## config.mk

```make
export PLATFORM = sky130hd
export DESIGN_NAME = hazard_ctrl
export DESIGN_NICKNAME = d
export VERILOG_FILES = /design/src/rtl/hazard_ctrl.sv
export SDC_FILE = /design/constraint.sdc
export NUM_CORES = 1
export LEC_CHECK = 0
export CAP_MARGIN = 30
export CORE_MARGIN = 8
export CORE_UTILIZATION = 24
export DETAILED_ROUTE_END_ITERATION = 7
export PLACE_DENSITY = 0.88
export SLEW_MARGIN = 20
export SYNTH_ARGS = -nofsm -noshare
export SYNTH_HDL_FRONTEND = slang
export SYNTH_SLANG_ARGS = --single-unit
export TNS_END_PERCENT = 100
```

## constraint.sdc

```tcl
create_clock -name clk -period 1.18 [get_ports clk]
set_input_delay 0.177 -clock clk [delete_from_list [all_inputs] [get_ports clk]]
set_output_delay 0.177 -clock clk [all_outputs]
set_load 0.05 [all_outputs]
```

## src/rtl/hazard_ctrl.sv

```systemverilog
// Load-use stall / branch flush controller with zero-latency Mealy outputs.
// Optional performance counters are built only when HAZARD_PERF_EN is defined.
module hazard_ctrl #(
    parameter int STALL_CYCLES = 1,
    parameter int FLUSH_CYCLES = 1
) (
    input  logic        clk,
    input  logic        reset,
    input  logic        id_ex_MemRead,
    input  logic [4:0]  id_ex_rd,
    input  logic [4:0]  if_id_rs1,
    input  logic [4:0]  if_id_rs2,
    input  logic        branch_taken,
    output logic        PC_write,
    output logic        IF_ID_write,
    output logic        IF_ID_Flush,
    output logic        ID_EX_Flush,
    output logic        EX_MEM_Flush,
    output logic [1:0]  hz_state,
    output logic [31:0] stall_cnt,
    output logic [31:0] flush_cnt
);

    typedef enum logic [1:0] {
        IDLE  = 2'b00,
        STALL = 2'b01,
        FLUSH = 2'b10,
        BAD   = 2'b11
    } state_t;

    localparam logic [3:0] STALL_LOAD = 4'(STALL_CYCLES - 1);
    localparam logic [3:0] FLUSH_LOAD = 4'(FLUSH_CYCLES - 1);

    state_t     state, next_state;
    logic [3:0] count, next_count;
    logic       load_use;
    logic       do_stall;
    logic       do_flush;

    assign load_use = id_ex_MemRead && (id_ex_rd != 5'd0) &&
                      ((id_ex_rd == if_id_rs1) || (id_ex_rd == if_id_rs2));

    always_ff @(posedge clk) begin
        if (reset) begin
            state <= IDLE;
            count <= 4'd0;
        end else begin
            state <= next_state;
            count <= next_count;
        end
    end

    // The illegal encoding recovers first; otherwise a taken branch overrides
    // everything, including an in-progress stall.
    always_comb begin
        next_state = state;
        next_count = count;
        do_stall   = 1'b0;
        do_flush   = 1'b0;
        if (state == BAD) begin
            next_state = IDLE;
            next_count = 4'd0;
        end else if (branch_taken) begin
            do_flush = 1'b1;
            if (FLUSH_CYCLES > 1) begin
                next_state = FLUSH;
                next_count = FLUSH_LOAD;
            end else begin
                next_state = IDLE;
                next_count = 4'd0;
            end
        end else begin
            case (state)
                IDLE: begin
                    if (load_use) begin
                        do_stall = 1'b1;
                        if (STALL_CYCLES > 1) begin
                            next_state = STALL;
                            next_count = STALL_LOAD;
                        end
                    end
                end
                STALL: begin
                    do_stall   = 1'b1;
                    next_count = count - 4'd1;
                    if (count <= 4'd1) begin
                        next_state = IDLE;
                        next_count = 4'd0;
                    end
                end
                FLUSH: begin
                    do_flush   = 1'b1;
                    next_count = count - 4'd1;
                    if (count <= 4'd1) begin
                        next_state = IDLE;
                        next_count = 4'd0;
                    end
                end
                default: begin
                    next_state = IDLE;
                    next_count = 4'd0;
                end
            endcase
        end
    end

    always_comb begin
        PC_write     = ~do_stall;
        IF_ID_write  = ~do_stall;
        IF_ID_Flush  = do_flush;
        ID_EX_Flush  = do_flush | do_stall;
        EX_MEM_Flush = do_flush;
        hz_state     = state;
        if (reset) begin
            PC_write     = 1'b0;
            IF_ID_write  = 1'b0;
            IF_ID_Flush  = 1'b1;
            ID_EX_Flush  = 1'b1;
            EX_MEM_Flush = 1'b1;
            hz_state     = IDLE;
        end
    end

`ifdef HAZARD_PERF_EN
    logic [31:0] stall_q;
    logic [31:0] flush_q;

    always_ff @(posedge clk) begin
        if (reset) begin
            stall_q <= 32'd0;
            flush_q <= 32'd0;
        end else begin
            if (!PC_write) stall_q <= stall_q + 32'd1;
            if (EX_MEM_Flush) flush_q <= flush_q + 32'd1;
        end
    end

    // Registered clear lands one edge late, so mask the first reset cycle too.
    assign stall_cnt = reset ? 32'd0 : stall_q;
    assign flush_cnt = reset ? 32'd0 : flush_q;
`else
    assign stall_cnt = 32'd0;
    assign flush_cnt = 32'd0;
`endif

endmodule

```

==> impl_metrics.ini <==
[final_layout]
area_growth_pct = 10.4
ff_latch_area_sq_um = 0
drive_gt1_share_pct = 26.3
final.clkbuf_count = 0
seq_cell_count = 0
multi_input_area_sq_um = 443
nFillCells = 300
nets = 135
layoutNonFillerInstCount = 145
antenna_cells = 0

[worst_hold_path]
min_path_type = input port to output pin

[setup_path]
critPathKind = input port to output pin
max_stage_delay_ps = 530
cp_slowest_cell = or4_4
cp_max_fo = 3
path_delay_family = simple AND/OR/NAND/NOR gates
cp_cell_sequence = buf_8, or4_4, o21ai_4, o31a_4, buf_12
end_kind = output pin
cp-start-kind = input port
arrival_ps = 1280
cp.required_ps = 1000
critPathBufInv = 2

[floorplanning]
coreArea_sq_um = 2710
initial_utilization_pct = 24.7
rows = 19
die_x_um = 68.9
io_pins = 90
die_height_um = 68.9
dieArea_sq_um = 4740

[synth]
ys_top_cells_by_count = buf_4, xor2_1, nor2_1, nor3_1
synthesis.area_sq_um = 671
synth_most_common_cell = buf_4
synthTopCellsByArea = buf_4, xor2_1, nor3_1, o31a_2, o21ai_2
seq_area_frac_synth_pct = 0
yosysWarnings = 0
netlist_instances = 90
netlist-cell-type-count = 12
synth_top_area_share_pct = 76.1
syn_avg_cell_area_sq_um = 7.45
yosys.area.top_type = buf_4

[timing]
max_clock_freq_mhz = 685
period_share_pct = 124
drv_slew = 0
hold_viol_final = 0
finalSetupViolations = 3
period_needed_ps = 1460
finalWorstSetupSlack_ps = -280
whs_ps = 899
rsz0062_at_grt = true

[placement]
io_buffers = 23
dp_slack_ps = -722
finalWeightedCongestion = 0.615
hpwlAfterDp_um = 1380
dp_cells = 144

[run]
maxCapViolations = 0

[global_route]
grtUsageTotal_pct = 4.68
antenna_found_initial = 0
grt_pass1_vias = 445
grt_remaining_overflow = 0
grt_max_degree = 4
grt_pass1_wl_um = 1870

[power]
power_density_nw_per_um2 = 897
total_power_uw = 665
p_leak_uw = 0.000441
ir_drop_mv = 0.355

[detailed_routing]
via_per_inst = 2.86
wl_per_cell_um = 9.98
routed_wl_um = 1450
drt_pass1_iterations = 2
vias = 414
ant_nets = 0
drt_iter0_drc = 1
drcViolationCount = 0

[outcome]
violations = negative setup slack
outcome = finished with violations
==> through the flow <==
step           util (%)  instance area [sq um]  TNS, ps
2_1_floorplan         -                    941     -461
5_1_grt            27.3                    741     -884
6_report           27.3                    741     -779
3_3_place_gp       27.4                    743    -2440
3_5_place_dp       27.4                    743    -2490
4_1_cts            27.4                    743     -889
==> tightest hold or removal path: cells and delay by family <==
kind                   cells  cell delay (ps)
AOI/OAI and AO/OA          2              200
buffers and inverters      2              220
and+or+nand+nor            1              120
==> area by class of cell <==
| cell class | instances | area share (%) |
|---|---|---|
| inverter | 1 | 0.507 |
| tap | 31 | 5.24 |
| timing repair buffer | 27 | 34.5 |
| multi-input combinational | 86 | 59.8 |
==> cell families (layout without fill, tap and decap cells) <==
| family | Yosys count | in the layout | share of synthesized area, % |
|---|---|---|---|
| AOI/OAI and AO/OA | 4 | 4 | 5.04 |
| xor gates and xnor gates | 10 | 10 | 13.1 |
| buffers and inverters | 69 | 28 | 76.7 |
| other | 1 | 66 | 0.559 |
| and+or+nand+nor | 6 | 6 | 4.67 |
==> worst paths after layout <==
path / start / endpoint / slack, ps / cells after the start
hold / removal: id_ex_rd[4] / ID_EX_Flush / 900 / 5
setup / recovery: id_ex_rd[4] / PC_write / -280 / 5
==> layer usage <==
layer	track usage, %	part of all wire (%)
met1	4.72	28
met2	9.90	56
met3	0.969	16
met4	0	0
met5	0	0
==> report_power, final <==
part           total (uW)  leakage, uW  internal [uW]  switching [uW]
clock network           0            0              0               0
registers               0            0              0               0
logic                 665     0.000441            106             559
total                 665     0.000441            106             559
==> what timing repair did <==
item	4_1_cts	5_1_grt
gates cloned	0	0
pin swaps	14	7
hold buffers	0	0
gates resized for setup	62	7
buffers inserted	1	0
setup endpoints to repair	5	4
==> cells in the final DEF, fill, tap and decap left out <==
cell | Yosys | final
conb_1 | 1 | 66
xor2_1 | 10 | 9
buf_2 | 0 | 8
buf_4 | 68 | 4
buf_8 | 0 | 3
buf_12 | 0 | 3
nor2_1 | 2 | 2
dlygate4sd2_1 | 0 | 2
buf_6 | 0 | 2
clkdlybuf4s15_1 | 0 | 2
clkbuf_2 | 0 | 2
xor2_2 | 0 | 1
nor3_2 | 0 | 1
nor3_1 | 2 | 1
a22oi_2 | 0 | 1
or4_4 | 0 | 1
o21ai_4 | 0 | 1
or2_4 | 0 | 1
o21bai_2 | 0 | 1
inv_1 | 1 | 1
o31a_4 | 0 | 1
clkdlybuf4s50_1 | 0 | 1
No activity file was read; power rests on OpenSTA's default activity.
